===== config.mk =====
export PLATFORM = sky130hd
export DESIGN_NAME = bank_isu_sc_arb
export DESIGN_NICKNAME = d
export VERILOG_FILES = /design/src/rtl/bank_isu_pkg.sv /design/src/rtl/bank_isu_credit_cnt.sv /design/src/rtl/bank_isu_sc_arb.sv
export SDC_FILE = /design/constraint.sdc
export NUM_CORES = 1
export LEC_CHECK = 0
export CAP_MARGIN = 20
export CORE_ASPECT_RATIO = 0.7
export CORE_MARGIN = 2
export CORE_UTILIZATION = 39
export CTS_BUF_LIST = sky130_fd_sc_hd__clkbuf_8 sky130_fd_sc_hd__clkbuf_16
export DETAILED_ROUTE_END_ITERATION = 10
export PLACE_DENSITY = 0.81
export SYNTH_ARGS = -nofsm -noshare
export SYNTH_HDL_FRONTEND = slang
export SYNTH_SLANG_ARGS = --single-unit

===== constraint.sdc =====
create_clock -name clk_i -period 5.13 [get_ports clk_i]
set_clock_uncertainty 0.15 [all_clocks]
set_input_delay 1.026 -clock clk_i [delete_from_list [all_inputs] [get_ports clk_i]]
set_output_delay 1.026 -clock clk_i [all_outputs]
set_load 0.02 [all_outputs]

===== src/rtl/bank_isu_pkg.sv =====
// Shared types and helpers for the bank ISU -> SC issue arbiter.
// Holds the channel count, the channel id type and the round-robin picker.
package bank_isu_pkg;

   localparam int NUM_CH = 3;

   typedef logic [1:0] ch_id_t;

   // One-hot grant for the first eligible channel at or after ptr, wrapping.
   function automatic logic [NUM_CH-1:0] rr_pick(input logic [NUM_CH-1:0] eligible,
                                                 input ch_id_t           ptr);
      logic [NUM_CH-1:0] gnt;
      logic              found;
      int                idx;
      gnt   = '0;
      found = 1'b0;
      for (int i = 0; i < NUM_CH; i++) begin
         idx = (int'(ptr) + i) % NUM_CH;
         if (!found && eligible[idx]) begin
            gnt[idx] = 1'b1;
            found    = 1'b1;
         end
      end
      return gnt;
   endfunction

endpackage


===== src/rtl/bank_isu_credit_cnt.sv =====
// Per-channel xbar ROB credit counter with saturation at CREDIT_MAX and a
// sticky error flag for returns that would overflow it.
module bank_isu_credit_cnt #(
   parameter int CREDIT_MAX = 4,
   parameter int CW         = 3
) (
   input  logic          clk_i,
   input  logic          rst_i,
   input  logic          dec,
   input  logic          inc,
   output logic [CW-1:0] count,
   output logic          err
);

   localparam logic [CW-1:0] MAX = CW'(CREDIT_MAX);

   // dec is only asserted when count is non-zero, so no underflow guard.
   always_ff @(posedge clk_i) begin
      if (rst_i) begin
         count <= MAX;
         err   <= 1'b0;
      end else if (dec && !inc) begin
         count <= count - CW'(1);
      end else if (inc && !dec) begin
         if (count == MAX) begin
            err <= 1'b1;
         end else begin
            count <= count + CW'(1);
         end
      end
   end

endmodule


===== src/rtl/bank_isu_sc_arb.sv =====
// Credit-aware round-robin arbiter from three ISU channel streams to the SC issue port.
// Optional starvation priority is enabled with `define BANK_ISU_ARB_STARVE_EN.
module bank_isu_sc_arb
   import bank_isu_pkg::*;
#(
   parameter int PAYLOAD_W  = 64,
   parameter int CREDIT_MAX = 4,
   parameter int CW         = 3,
   parameter int STARVE_LIM = 16
) (
   input  logic                        clk_i,
   input  logic                        rst_i,
   input  logic [NUM_CH-1:0]           ch_req_valid_i,
   output logic [NUM_CH-1:0]           ch_req_ready_o,
   input  logic [NUM_CH-1:0]           ch_req_is_read_i,
   input  logic [NUM_CH*PAYLOAD_W-1:0] ch_req_payload_i,
   output logic                        sc_valid_o,
   input  logic                        sc_ready_i,
   output ch_id_t                      sc_ch_id_o,
   output logic [PAYLOAD_W-1:0]        sc_payload_o,
   input  logic [NUM_CH-1:0]           xbar_credit_ret_i,
   output logic [NUM_CH*CW-1:0]        ch_credit_o,
   output logic                        credit_err_o
);

   if (CREDIT_MAX >= (1 << CW) || STARVE_LIM < 1) begin : g_bad_cfg
      $error("bank_isu_sc_arb: CW too narrow for CREDIT_MAX or STARVE_LIM < 1");
   end

   logic [NUM_CH-1:0] cred_nz;
   logic [NUM_CH-1:0] eligible;
   logic [NUM_CH-1:0] pick;
   logic [NUM_CH-1:0] grant;
   logic [NUM_CH-1:0] cnt_err;
   logic              load;
   ch_id_t            rr_ptr;
   ch_id_t            grant_id;

   // Handshakes: a transfer happens on a cycle where valid && ready are both
   // high; valid never depends on ready, and the issue register holds its
   // contents while sc_valid_o && !sc_ready_i.
   assign eligible = ch_req_valid_i & (~ch_req_is_read_i | cred_nz);
   assign load     = ~sc_valid_o | sc_ready_i;

`ifdef BANK_ISU_ARB_STARVE_EN
   localparam int WW = $clog2(STARVE_LIM + 1);

   logic [WW-1:0]     wait_cnt [NUM_CH];
   logic [NUM_CH-1:0] starved;

   for (genvar n = 0; n < NUM_CH; n++) begin : g_starved
      assign starved[n] = eligible[n] && (wait_cnt[n] == WW'(STARVE_LIM));
   end

   // Starved channels override RR; lowest index wins among them.
   always_comb begin
      pick = rr_pick(eligible, rr_ptr);
      if (|starved) pick = starved & (~starved + NUM_CH'(1));
   end

   always_ff @(posedge clk_i) begin
      for (int n = 0; n < NUM_CH; n++) begin
         if (rst_i || grant[n]) begin
            wait_cnt[n] <= '0;
         end else if (eligible[n] && wait_cnt[n] != WW'(STARVE_LIM)) begin
            wait_cnt[n] <= wait_cnt[n] + WW'(1);
         end
      end
   end
`else
   assign pick = rr_pick(eligible, rr_ptr);
`endif

   assign grant          = load ? pick : '0;
   assign ch_req_ready_o = grant;

   always_comb begin
      grant_id = '0;
      for (int i = 0; i < NUM_CH; i++) begin
         if (grant[i]) grant_id = ch_id_t'(i);
      end
   end

   always_ff @(posedge clk_i) begin
      if (rst_i) begin
         sc_valid_o   <= 1'b0;
         sc_ch_id_o   <= '0;
         sc_payload_o <= '0;
         rr_ptr       <= '0;
      end else if (load) begin
         if (|grant) begin
            sc_valid_o   <= 1'b1;
            sc_ch_id_o   <= grant_id;
            sc_payload_o <= ch_req_payload_i[int'(grant_id)*PAYLOAD_W +: PAYLOAD_W];
            rr_ptr       <= (grant_id == ch_id_t'(NUM_CH - 1)) ? '0 : grant_id + ch_id_t'(1);
         end else begin
            sc_valid_o <= 1'b0;
         end
      end
   end

   for (genvar n = 0; n < NUM_CH; n++) begin : g_credit
      bank_isu_credit_cnt #(
         .CREDIT_MAX (CREDIT_MAX),
         .CW         (CW)
      ) u_cnt (
         .clk_i (clk_i),
         .rst_i (rst_i),
         .dec   (grant[n] & ch_req_is_read_i[n]),
         .inc   (xbar_credit_ret_i[n]),
         .count (ch_credit_o[n*CW +: CW]),
         .err   (cnt_err[n])
      );
      assign cred_nz[n] = (ch_credit_o[n*CW +: CW] != '0);
   end

   assign credit_err_o = |cnt_err;

endmodule


Yosys cells after proc, flatten, opt, wreduce, memory -nomap -nowiden

Cells that the tools add are included.

Bits in registers: 81
Word-level logic and storage cells: 117
Input bits: 204
Output and inout bits: 80

Eq/ne operators: 7
Div/mod/pow operators: 3
Reductions and logical operators: 34
Add/subtract/negate cells: 9
$lt $le $gt $ge: 6
Shift-type cells: 1
Multiplexer cells: 34
Bitwise logic cells: 13

Operator list:

| operator                | number |
|---|---|
| $shiftx A192 B9 Y64     | 1 |
| $ge A32 B1 Y1 const B   | 3 |
| $lt A32 B4 Y1 const B   | 3 |
| $mod A32 B3 Y32 const B | 2 |
| $mux W3                 | 13 |
| $mod A3 B3 Y32 const B  | 1 |
| $mux W1                 | 13 |
| $logic_and A1 B1 Y1     | 11 |
| $add A3 B1 Y3 const B   | 3 |
| $eq A3 B3 Y1 const B    | 3 |
| $or A3 B3 Y3            | 3 |
| $reduce_and A3 Y1       | 3 |
| $reduce_bool A3 Y1      | 3 |
| $sub A3 B1 Y3 const B   | 3 |
| $logic_not A1 Y1        | 8 |
| $reduce_and A2 Y1       | 4 |
| $bmux W1 S2             | 3 |
| $demux W1 S2            | 3 |
| $ne A2 B1 Y1 const B    | 3 |
| $reduce_bool A2 Y1      | 3 |
| $reduce_or A3 Y1        | 2 |
| $mux W2                 | 2 |
| $not A1 Y1              | 4 |
| $add A2 B1 Y3 const B   | 1 |
| 7 further kinds         | 9 |

Logic depth before layout (Yosys ltp)

Gate-level depths: netlist of the first run.

Depth in word-level cells: 19
Gate-level depth with buffers: 19

Cells and area by module

From an unflattened synthesis of the first run, not the netlist that was laid out.

Cell total of the unflattened synthesis: 523
Area total of the unflattened synthesis: 4931.0 um2

By module, submodules not included:

| module              | area an instance (um2) | cells each | instances |
|---|---|---|---|
| bank_isu_sc_arb     | 4191.5                 | 439        | 1 |
| bank_isu_credit_cnt | 246.5                  | 28         | 3 |

Worst setup path after synthesis of the first run

Ideal clock, no wire load.

Path kind: input port to flip-flop
Start: input port ch_req_is_read_i[2]
End: register g_credit[1].u_cnt.count[2]
Data required time: 4829 ps
Arrival: 3928 ps
Library setup time: 151 ps
Path buffers: 1
Stages: 13
Setup slack: 901 ps
Path through: or4b_4 > a211o_1 > a21boi_1 > o21ai_1 > a21oi_2 > buf_2 > and2_1 > ha_1 > inv_1 > fa_1 > xor2_1 > o31ai_1 > o311ai_0

Longest elaborated chain between the ends: 19

RTL lines:

| element                                    | RTL line                  | source |
|---|---|---|
| start, declared                            | bank_isu_sc_arb.sv:15     | `input logic [NUM_CH-1:0] ch_req_is_read_i,` |
| $not A3 Y3 (*)                             | bank_isu_sc_arb.sv:42     | `assign eligible = ch_req_valid_i & (~ch_req_is_read_i \| cred_nz);` |
| $or A3 B3 Y3 (*)                           | bank_isu_sc_arb.sv:42     |  |
| $and A3 B3 Y3 (*)                          | bank_isu_sc_arb.sv:42     |  |
| $bmux W1 S2                                | bank_isu_pkg.sv:19        | `if (!found && eligible[idx]) begin` |
| $mux W1 (not written as such) (2 in a row) | bank_isu_pkg.sv:19        |  |
| $mux W1                                    | bank_isu_pkg.sv:19        |  |
| $logic_not A1 Y1                           | bank_isu_pkg.sv:19        |  |
| $logic_and A1 B1 Y1                        | bank_isu_pkg.sv:19        |  |
| [3 not listed]                             | -                         |  |
| $mux W3 (*)                                | bank_isu_pkg.sv:19        |  |
| $mux W3 (*)                                | bank_isu_sc_arb.sv:74     | `assign grant = load ? pick : '0;` |
| named net ch_req_ready_o[1]                | bank_isu_sc_arb.sv:14     | `output logic [NUM_CH-1:0] ch_req_ready_o,` |
| $and A1 B1 Y1 (*)                          | bank_isu_sc_arb.sv:109    | `.dec (grant[n] & ch_req_is_read_i[n]),` |
| $logic_not A1 Y1                           | bank_isu_credit_cnt.sv:24 | `end else if (inc && !dec) begin` |
| $logic_and A1 B1 Y1                        | bank_isu_credit_cnt.sv:24 |  |
| $reduce_bool A2 Y1 (no source line)        | -                         |  |
| $reduce_and A2 Y1 (no source line)         | -                         |  |
| end signal, assigned                       | bank_isu_credit_cnt.sv:23 | `count <= count - CW'(1);` |
| end signal, assigned                       | bank_isu_credit_cnt.sv:28 | `count <= count + CW'(1);` |
| end, declared                              | bank_isu_credit_cnt.sv:11 | `output logic [CW-1:0] count,` |

The timed path passes the listed nets; every way through them passes the cells marked *. The select of a mux whose other input is x is not followed.
A chain may end at the register's enable or synchronous reset.

Final worst setup path of the first run

Start: input port ch_req_is_read_i[1]
End: output port ch_req_ready_o[2]

Longest elaborated chain between the ends: 14

RTL lines:

| element                                    | RTL line |
|---|---|
| $not A3 Y3 (*)                             | bank_isu_sc_arb.sv:42 |
| $or A3 B3 Y3 (*)                           | bank_isu_sc_arb.sv:42 |
| $and A3 B3 Y3 (*)                          | bank_isu_sc_arb.sv:42 |
| $bmux W1 S2                                | bank_isu_pkg.sv:19 |
| $mux W1 (not written as such) (2 in a row) | bank_isu_pkg.sv:19 |
| $mux W1                                    | bank_isu_pkg.sv:19 |
| $logic_not A1 Y1                           | bank_isu_pkg.sv:19 |
| $logic_and A1 B1 Y1                        | bank_isu_pkg.sv:19 |
| $mux W1                                    | bank_isu_pkg.sv:19 |
| $logic_not A1 Y1                           | bank_isu_pkg.sv:19 |
| $logic_and A1 B1 Y1                        | bank_isu_pkg.sv:19 |
| $mux W3 (*)                                | bank_isu_pkg.sv:19 |
| $mux W3 (*)                                | bank_isu_sc_arb.sv:74 |
| end, declared                              | bank_isu_sc_arb.sv:14 |

Mark *: on every way between the ends. The rest lies on a longest branch, timed or not. The select of a mux whose other input is x is not followed.

==> results by group, run 1 <==
Layout
  – Share of cells above drive strength 1: 5.45%
  – N_diodes: 0
  – Fin util: 65.2%
  – Design area: 8050 sq um
  – Nets: 1075
  – P&R area growth vs syn: 64.8%

Clock tree
  – Clock latency on the worst-skew pair: 0.33 ns
  – CTS tree: done
  – Root Driver: clkbuf_16
  – CTS H-tree depth: 3
  – Clock Path Buffers: 2
  – Clk slew on worst S/H paths: 0.06 ns
  – Clock buffer count from CTS: 9
  – Clk sinks: 80

Critical path
  – Worst reg2reg path depth: 14
  – Slowest library cell on the worst path: clkdlybuf4s50_1
  – Internal reg-to-reg setup slack: 1.19 ns
  – CP bufs+invs: 3
  – Critical R2R Launch: sc_ch_id_o[0]
  – Crit-path max cell delay: 0.63 ns
  – Type of destination of the critical path: output port
  – CP Cell Sequence: clkdlybuf4s50_1 > or4b_4 > and3_4 > o2bb2ai_2 > o211ai_1 > nand2_1 > nand2_1 > clkinv_1 > clkdlybuf4s50_1
  – RR Endpoint: g_credit[1].u_cnt.count[2]
  – WP data required: 3.95 ns
  – Crit start category: input port
  – CP max FO: 9
  – CP delay by family, top: buffers and inverters
  – Arr. time, crit path: 3.78 ns
  – Worst setup path class: input port to output port

Power
  – LEAKAGE: 0.00287 uW
  – Maximum vdd drop: 0.337 mV
  – Total power draw: 4330 uW
  – Pwr per Cell Area: 538 nW/um^2
  – P_int: 2320 uW
  – Switching share of power: 46.4%
  – Clock power frac: 14.6%
  – Register share of total power: 22.2%
  – Comb pwr share: 63.2%
  – Sw Pwr: 2010 uW

Timing
  – Final hold slack: 0.300 ns
  – Fmax: 0.202 GHz
  – Slew Limit Headroom: 29.9%
  – Unrepaired setup endpoints after global routing: no
  – Final hold violations: 0
  – TNS Setup: 0 ns
  – Final Slew Violations: 0
  – Endpoints failing setup: 0
  – Final worst path period share: 96.6%
  – Slew @ Worst Pin: 1.05 ns
  – Tmin final: 4.96 ns

Die
  – Chip Width: 138 um
  – Die Y: 97.6 um
  – Core Area: 12300 sq um
  – Initial Utilization: 39.6%
  – Ports: 284
  – DIE AREA: 13400 sq um
  – Row count: 34

Global routing
  – Overflow after GRT: 0
  – Largest net degree at the start of global routing: 82
  – First-pass GRT wire length: 30.5 mm
  – Vias in the first global route: 6133
  – Initial antenna violation count: 0
  – All-Layer GR Usage: 28.3%

Synth
  – Post-Syn Nets: 831
  – Ys async rst share: 0%
  – Syn Area/Cell: 7.95 sq um
  – Adder-cell share of the synthesized area: 3.79%
  – Post-synthesis cell type count: 53
  – Seq/Total Area, Yosys: 32.8%
  – EDFF count, synth: 0
  – Largest family of logic cells by synthesized area: compound AO/OA/AOI/OAI gates
  – Mux share of post-synthesis cell area: 0%
  – Synth Cell Area: 4880 sq um
  – Post-Synth Simple-Gate Area: 9.61%
  – XOR/XNOR Fraction of Synth Area: 0.538%
  – Warnings, synthesis: 0
  – Top cells by area, synth: dfxtp_1, a21oi_1, o32ai_1
  – Cells after Synth: 614
  – Synth Flop Type: dfxtp_1
  – Post-synthesis register bit count: 80
  – Yosys top cell area share: 32.8%
  – Cell taking the most area after synthesis: dfxtp_1
  – Complex-gate fraction of the synthesized area: 41.8%

Drt
  – DR pass1 iterations: 5
  – Drt wl/cell: 19.0 um
  – Final wirelength: 19.5 mm
  – Routed Antenna Nets: 0
  – Via count: 6066
  – DRC violations left: 0
  – DR vias/cell: 5.92
  – 1st-iter DRT viols: 361

Worst hold path
  – Hold EP: sc_payload_o[12]
  – Hold/Removal Path Class: flip-flop to flip-flop
  – Worst min-delay path startpoint: sc_payload_o[12]
  – Hold path depth: 2

Placement
  – DP HPWL: 13.5 mm
  – Port Buffers: 283
  – Post-DP Area: 7740 sq um
  – Routability cong.: 0.932

Run
  – Max-cap viol count: 0

Run status
  – Status: completed
-- worst reg2reg max path: cells and delay by family, from the launching register on --
family / cells / cell delay [ns]
AO/OA/AOI/OAI: 6 / 1.42
adder cells (fa/ha/maj): 3 / 1.01
flip-flops: 1 / 0.42
AND/OR/NAND/NOR: 2 / 0.41
XOR/XNOR: 1 / 0.17
buffers and inverters: 2 / 0.16
-- layer usage --
layer | wire [um] | vias to the layer above | track usage, %
met2 | 9310 | 344 | 48.2
met4 | 586 | 0 | 11.1
met3 | 1770 | 50 | 6.89
met5 | 0 | - | 0
met1 | 7830 | 2844 | 34.3
li1 | - | 2828 | -
-- logic make-up after synthesis --
logic type,Yosys count
adders and majority gates,13
buffers and inverters,129
AOI/OAI and AO/OA,296
DFF,80
xor gates and xnor gates,3
and+or+nand+nor,93
-- through the flow --
stage / cells / setup slack, ns
4_1_cts: 1023 / 0.0704
2_1_floorplan: 614 / 0.901
6_report: 1024 / 0.175
3_5_place_dp: 1008 / 0.0922
5_1_grt: 1024 / 0.00118
3_3_place_gp: 1008 / 0.194
-- power by group through the flow --
stage | registers [uW] | logic (uW) | clock network, uW
3_5_place_dp | 968 | 2700 | 0
6_report | 958 | 2740 | 632
5_1_grt | 984 | 2960 | 671
2_1_floorplan | 1190 | 1530 | 0
3_3_place_gp | 957 | 2620 | 0
4_1_cts | 957 | 2710 | 644
-- how the worst max path moves through the flow --
stage	start	endpoint	depth (start not counted)
6_report	ch_req_is_read_i[1]	ch_req_ready_o[2]	9
5_1_grt	ch_req_is_read_i[1]	ch_req_ready_o[2]	9
4_1_cts	ch_req_is_read_i[1]	ch_req_ready_o[2]	9
3_5_place_dp	ch_req_is_read_i[1]	ch_req_ready_o[2]	9
3_3_place_gp	ch_req_is_read_i[1]	ch_req_ready_o[2]	9
2_1_floorplan	ch_req_is_read_i[2]	g_credit[1].u_cnt.count[2]	13
-- cells in the final DEF (no fill, tap or decap), types with 6 or more instances in the layout --
cell | Yosys | layout
a21oi_1 | 77 | 76
a32oi_1 | 27 | 27
buf_4 | 10 | 17
clkbuf_16 | 0 | 9
clkdlybuf4s50_1 | 0 | 282
dfxtp_1 | 80 | 80
ha_1 | 10 | 10
inv_1 | 60 | 61
nand2_1 | 6 | 6
nor2_1 | 52 | 51
o21ai_0 | 59 | 59
o21ai_1 | 8 | 8
o31ai_1 | 27 | 27
o32ai_1 | 39 | 39
o41ai_1 | 39 | 39
-- area by class of cell --
type	instances	area (sq um)
clock buffers	9	225
clock inverters	6	62.6
fillers	1015	4290
inverters	62	233
multi-input cells	405	2770
flip-flops and latches	80	1600
well taps	162	203
repair buffers	300	2960
-- synth_stat cells (2+ instances only) --
cell,number
a21o_1,2
a21oi_1,77
a32oi_1,27
and2_1,4
and3_1,2
buf_2,18
buf_4,10
buf_6,2
clkbuf_1,36
dfxtp_1,80
fa_1,3
ha_1,10
inv_1,60
nand2_1,6
nand3_1,4
nand3b_1,2
nand4_1,2
nor2_1,52
nor2b_1,2
nor3_1,5
nor4b_1,4
o211a_1,2
o21ai_0,59
o21ai_1,8
o311ai_0,3
o31ai_1,27
o32ai_1,39
o41ai_1,39
or4b_4,3
xor2_1,3
-- what timing repair did --
| action | CTS | global route |
|---|---|---|
| hold buffers | 0 | 0 |
| endpoints found under the setup margin | 0 | 1 |
| buffers inserted | 0 | 1 |
| endpoints found under the hold margin | 0 | 0 |
| resized for setup | 0 | 2 |
-- sequential cells by signal, indices dropped and copies added, names as in the netlist --
signal / cells
sc_payload_o: 64
sc_valid_o: 1
g_credit.u_cnt.err: 3
g_credit.u_cnt.count: 9
rr_ptr: 1
sc_ch_id_o: 2
(Power assumes the default switching activity.)
==> run 2, diff against run 1 <==
--- a/config.mk
+++ b/config.mk
@@ -5,13 +5,14 @@
 export SDC_FILE = /design/constraint.sdc
 export NUM_CORES = 1
 export LEC_CHECK = 0
-export CAP_MARGIN = 20
+export CAP_MARGIN = 0
 export CORE_ASPECT_RATIO = 0.7
 export CORE_MARGIN = 2
-export CORE_UTILIZATION = 39
+export CORE_UTILIZATION = 42
 export CTS_BUF_LIST = sky130_fd_sc_hd__clkbuf_8 sky130_fd_sc_hd__clkbuf_16
 export DETAILED_ROUTE_END_ITERATION = 10
-export PLACE_DENSITY = 0.81
+export PLACE_DENSITY = 0.87
+export RECOVER_POWER = 100
 export SYNTH_ARGS = -nofsm -noshare
 export SYNTH_HDL_FRONTEND = slang
 export SYNTH_SLANG_ARGS = --single-unit
==> constraint.sdc (replaced) <==
create_clock -name clk_i -period 6.3 [get_ports clk_i]
set_clock_uncertainty 0.15 [all_clocks]
set_input_delay 1.26 -clock clk_i [delete_from_list [all_inputs] [get_ports clk_i]]
set_output_delay 1.26 -clock clk_i [all_outputs]
set_load 0.02 [all_outputs]
==> run 2 against run 1 <==
The run now ends with max-capacitance violations, max-slew violations left. Die area decreased by 6.9%. Global-route usage grew 0.79 points. Critical path depth is 1 lower. Cell count decreased by 1.3%. Cell area decreased by 0.61%. Clock-buffer cell count up 1.
==> results by group, run 2 (synthesis results as in run 1) <==
Layout
  – P&R area growth vs syn: 63.8%
  – Fin util: 71.6%
  – Most common cell after layout, fill and taps aside: clkdlybuf4s50_1
  – Design area: 8000 sq um
  – Fill cell count: 847
  – Nets: 1070
  – Reg with most FFs: sc_payload_o
  – Post-route insts no fill: 1011
  – Max reg flops: 64
  – Largest registers: sc_payload_o: 64 flops, g_credit.u_cnt.count: 9 flops, g_credit.u_cnt.err: 3 flops
  – Commonest cells after routing, fill and taps aside: clkdlybuf4s50_1, dlygate4sd3_1, dfxtp_1, a21oi_1
  – N_diodes: 0
  – Share of cells above drive strength 1: 4.43%

Worst hold path
  – Worst min-delay path startpoint: sc_payload_o[24]
  – Hold/Removal Path Class: flip-flop to flip-flop
  – Hold path depth: 2
  – Hold EP: sc_payload_o[24]

Power
  – Pwr per Cell Area: 436 nW/um^2
  – LEAKAGE: 0.00303 uW
  – Register share of total power: 22.2%
  – Clock power frac: 16.7%
  – Maximum vdd drop: 0.252 mV
  – P_int: 1880 uW
  – Comb pwr share: 61.1%
  – Sw Pwr: 1610 uW
  – Switching share of power: 46.2%

Die
  – Initial Utilization: 43.7%
  – Row count: 32
  – Chip Width: 133 um
  – Ports: 284
  – Die Y: 94.2 um
  – Core Area: 11200 sq um
  – DIE AREA: 12500 sq um

Global routing
  – All-Layer GR Usage: 29.1%
  – Largest net degree at the start of global routing: 82
  – Initial antenna violation count: 0
  – Overflow after GRT: 0
  – Vias in the first global route: 5871
  – First-pass GRT wire length: 29.4 mm

Drt
  – DR pass1 iterations: 6
  – 1st-iter DRT viols: 407
  – DR vias/cell: 6.01
  – Via count: 6078
  – Routed Antenna Nets: 0
  – Final wirelength: 19.1 mm
  – DRC violations left: 0
  – Drt wl/cell: 18.9 um

Placement
  – Routability cong.: 1.02
  – Placed insts: 995
  – DP HPWL: 13.4 mm
  – Port Buffers: 283
  – Post-DP Area: 7700 sq um

Timing
  – Unrepaired setup endpoints after global routing: no
  – Final hold slack: 0.302 ns
  – Final worst path period share: 90.2%
  – Tmin final: 5.68 ns
  – TNS Setup: 0 ns
  – Final Slew Violations: 30
  – Final hold violations: 0
  – Slew @ Worst Pin: 1.71 ns
  – Slew Limit Headroom: -13.8%
  – Endpoints failing setup: 0
  – Fmax: 0.176 GHz

Clock tree
  – Root Driver: clkbuf_16
  – CTS Hold Buffers Added: 0
  – Clock buffer count from CTS: 9
  – # resized after CTS: 0
  – CTS tree: done
  – CTS H-tree depth: 3
  – Clock Path Buffers: 2
  – # Post-CTS Setup Buffers: 0
  – Clock latency on the worst-skew pair: 0.33 ns
  – Clk slew on worst S/H paths: 0.06 ns
  – Clk sinks: 80

Critical path
  – Slowest library cell on the worst path: dlygate4sd3_1
  – Crit-path max cell delay: 0.70 ns
  – CP startpoint: ch_req_is_read_i[2]
  – Type of destination of the critical path: output port
  – CP bufs+invs: 3
  – RR Endpoint: g_credit[2].u_cnt.count[2]
  – WP data required: 4.89 ns
  – CP max FO: 5
  – CP most frequent cell: dlygate4sd3_1
  – CP Cell Sequence: dlygate4sd3_1 > or4b_1 > nand2_1 > o221ai_1 > and2_0 > o31ai_1 > clkinv_1 > dlygate4sd3_1
  – CP delay by family, top: buffers and inverters
  – Critical R2R Launch: sc_ch_id_o[0]
  – Arr. time, crit path: 4.27 ns
  – Internal reg-to-reg setup slack: 2.09 ns
  – Crit start category: input port
  – Worst reg2reg path depth: 16
  – Worst setup path class: input port to output port

Run status
  – Status: finished with violations
  – Failing checks: max-capacitance violations, max-slew violations

Run
  – Max-cap viol count: 1
## run 2: cell count changes in the layout (fill, tap and decap cells not counted), sizes merged
cell           before  now
clkdlybuf4s50     282  201
dlygate4sd3         0   81
buf                18   13
clkinv              3    5
clkinvlp            2    0
bufinv              1    2
clkbuf              9   10
inv                62   61
## run 2: tightest hold or removal path: stages (launching register included)
cell and delay [ns]:
dfxtp_1 0.31, inv_1 0.05, o32ai_1 0.05
## run 2: power by group through the flow
| stage | logic, uW | clock network [uW] | registers [uW] |
|---|---|---|---|
| 2_1_floorplan | 1240 | 0 | 966 |
| 3_3_place_gp | 2120 | 0 | 779 |
| 3_5_place_dp | 2170 | 0 | 788 |
| 4_1_cts | 2180 | 587 | 779 |
| 5_1_grt | 2300 | 608 | 793 |
| 6_report | 2130 | 582 | 775 |
## run 2: worst max path at each step
stage | to | cells after the start
after floorplan | g_credit[1].u_cnt.count[2] | 13
after global placement | ch_req_ready_o[2] | 8
after detailed placement | ch_req_ready_o[2] | 8
after CTS | ch_req_ready_o[2] | 8
after global routing | ch_req_ready_o[0] | 8
final | ch_req_ready_o[0] | 8
## run 2: area by class of cell
cell class	count	area, sq um	area share [%]
Tap cell	153	191	2.39
Sequential cell	80	1600	20.0
Inverter	62	233	2.91
Multi-Input combinational cell	405	2710	33.9
Timing Repair Buffer	295	2930	36.6
Clock buffer	10	239	2.99
Clock inverter	6	91.3	1.14
## run 2: stage by stage
| step | setup WS [ns] | power (uW) |
|---|---|---|
| after floorplan | 1.84 | 2210 |
| after global placement | 1.05 | 2900 |
| after detailed placement | 0.975 | 2960 |
| after CTS | 0.947 | 3550 |
| after global routing | 0.487 | 3700 |
| final | 0.618 | 3490 |
## run 2: per-layer routing
metal  GRT usage (%)  vias up  wire, um  part of all wire [%]
li1                -     2810         -                     -
met1            35.7     2861      7520                    39
met2            50.3      363      9330                    49
met3            6.42       44      1750                   9.1
met4            11.0        0       491                   2.6
met5               0        -         0                     0
==> run 3, diff against run 2 <==
--- a/config.mk
+++ b/config.mk
@@ -11,6 +11,7 @@
 export CORE_UTILIZATION = 42
 export CTS_BUF_LIST = sky130_fd_sc_hd__clkbuf_8 sky130_fd_sc_hd__clkbuf_16
 export DETAILED_ROUTE_END_ITERATION = 10
+export HOLD_SLACK_MARGIN = 0.12
 export PLACE_DENSITY = 0.87
 export RECOVER_POWER = 100
 export SYNTH_ARGS = -nofsm -noshare
==> constraint.sdc (replaced) <==
create_clock -name clk_i -period 6.3 [get_ports clk_i]
set_clock_uncertainty 0.15 [all_clocks]
set_input_delay 0.945 -clock clk_i [delete_from_list [all_inputs] [get_ports clk_i]]
set_output_delay 0.945 -clock clk_i [all_outputs]
set_load 0.01 [all_outputs]
==> run 3 against run 2 <==
Hold slack gained 0.0010 ns. First-iteration DRC count grew 16%. Global-route usage is 0.23 points higher. Routed wire length down 1.5%. The run still ends with max-capacitance violations, max-slew violations left.
==> results by group, run 3 (synthesis results as in run 1) <==
Drt
  – Drt wl/cell: 18.6 um
  – DR pass1 iterations: 5
  – Final wirelength: 18.8 mm
  – 1st-iter DRT viols: 471
  – Routed Antenna Nets: 0
  – DRC violations left: 0
  – Via count: 5978
  – DR vias/cell: 5.91

Clock tree
  – Clk sinks: 80
  – CTS H-tree depth: 3
  – # Post-CTS Setup Buffers: 0
  – Clk slew on worst S/H paths: 0.06 ns
  – Root Driver: clkbuf_16
  – Clock latency on the worst-skew pair: 0.33 ns
  – Clock Path Buffers: 2
  – CTS tree: done
  – Clock buffer count from CTS: 9
  – # resized after CTS: 0
  – CTS Hold Buffers Added: 0

Layout
  – Sequential Area: 1600 sq um
  – Commonest cells after routing, fill and taps aside: clkdlybuf4s50_1, dlygate4sd3_1, dfxtp_1, a21oi_1, inv_1
  – Nets: 1071
  – N_diodes: 0
  – Largest registers: sc_payload_o: 64 flops, g_credit.u_cnt.count: 9 flops, g_credit.u_cnt.err: 3 flops
  – Multi-input gate area: 2740 sq um
  – Fin util: 71.2%
  – P&R area growth vs syn: 62.8%
  – Fill cell count: 855
  – Most common cell after layout, fill and taps aside: clkdlybuf4s50_1
  – Reg with most FFs: sc_payload_o
  – Max reg flops: 64
  – Share of cells above drive strength 1: 4.43%
  – Design area: 7950 sq um

Timing
  – Final hold violations: 0
  – Unrepaired setup endpoints after global routing: no
  – Slew @ Worst Pin: 1.72 ns
  – Slew Limit Headroom: -14.5%
  – Fmax: 0.179 GHz
  – Endpoints failing setup: 0
  – TNS Setup: 0 ns
  – Final Slew Violations: 73
  – Tmin final: 5.58 ns
  – Final worst path period share: 88.5%

Critical path
  – WP data required: 5.20 ns
  – Worst setup path class: input port to output port
  – Worst reg2reg path depth: 11
  – Type of destination of the critical path: output port
  – Arr. time, crit path: 4.48 ns
  – CP max FO: 30
  – Crit start category: input port

Die
  – Die Y: 94.2 um
  – DIE AREA: 12500 sq um
  – Chip Width: 133 um
  – Initial Utilization: 43.7%
  – Ports: 284
  – Row count: 32
  – Core Area: 11200 sq um

Placement
  – Post-DP Area: 7700 sq um
  – DP HPWL: 13.3 mm
  – Port Buffers: 283
  – Routability cong.: 0.989

Run status
  – Status: finished with violations
  – Failing checks: max-capacitance violations, max-slew violations

Worst hold path
  – Hold path depth: 2
  – Hold/Removal Path Class: flip-flop to flip-flop

Global routing
  – All-Layer GR Usage: 29.4%
  – Vias in the first global route: 5985
  – Overflow after GRT: 0
  – Initial antenna violation count: 0
  – Largest net degree at the start of global routing: 83
  – First-pass GRT wire length: 29.8 mm

Power
  – LEAKAGE: 0.00299 uW
  – Total power draw: 3250 uW
  – Pwr per Cell Area: 409 nW/um^2
  – Maximum vdd drop: 0.243 mV

Run
  – Max-cap viol count: 2
-- run 3: changes by cell type in the layout (fill, tap and decap cells not counted), moves of 2 or more --
| cell | before | now |
|---|---|---|
| clkbuf_1 | 0 | 2 |
| bufinv_16 | 2 | 0 |
| clkinv_4 | 2 | 0 |
| clkinvlp_4 | 0 | 4 |
-- run 3: final timing paths --
path                       startpoint                end  slack, ns
setup / recovery  ch_req_is_read_i[2]  ch_req_ready_o[0]       0.72
hold / removal       sc_payload_o[37]   sc_payload_o[37]       0.30
setup reg to reg        sc_ch_id_o[0]   sc_payload_o[53]       1.43
hold reg to reg      sc_payload_o[37]   sc_payload_o[37]       0.30
-- run 3: metal layers --
| layer | vias to the layer above | part of all wire (%) | track usage, % |
|---|---|---|---|
| met4 | 0 | 2.0 | 10.7 |
| met2 | 307 | 50 | 52.2 |
| li1 | 2820 | - | - |
| met1 | 2820 | 40 | 35.0 |
| met3 | 31 | 7.8 | 6.58 |
| met5 | - | 0 | 0 |
-- run 3: cell type report --
type	count	share of cell area, %
Timing Repair Buffer	296	36.7
Multi-Input combinational cell	405	34.5
Sequential cell	80	20.1
Inverter	62	2.93
Clock buffer	9	2.83
Tap cell	153	2.41
Clock inverter	6	0.488
-- run 3: worst max-delay path: stages --
cell           delay (ns)
dlygate4sd3_1        0.59
or4b_1               0.55
a221oi_1             0.56
o211a_1              0.31
o31ai_4              0.08
buf_4                0.24
inv_2                0.49
dlygate4sd3_1        0.71
-- run 3: stage by stage --
| step | hold WS (ns) | cells | worst slack [ns] |
|---|---|---|---|
| 2_1_floorplan | 0.279 | 614 | 2.20 |
| 3_3_place_gp | 0.290 | 996 | 1.11 |
| 3_5_place_dp | 0.293 | 996 | 0.979 |
| 4_1_cts | 0.306 | 1011 | 0.965 |
| 5_1_grt | 0.320 | 1011 | 0.527 |
| 6_report | 0.303 | 1011 | 0.725 |
-- run 3: report_power, final --
group	switching, uW	total (uW)	internal, uW
registers	88.6	774	686
clock network	207	470	262
logic	1180	2000	821
total	1480	3250	1770
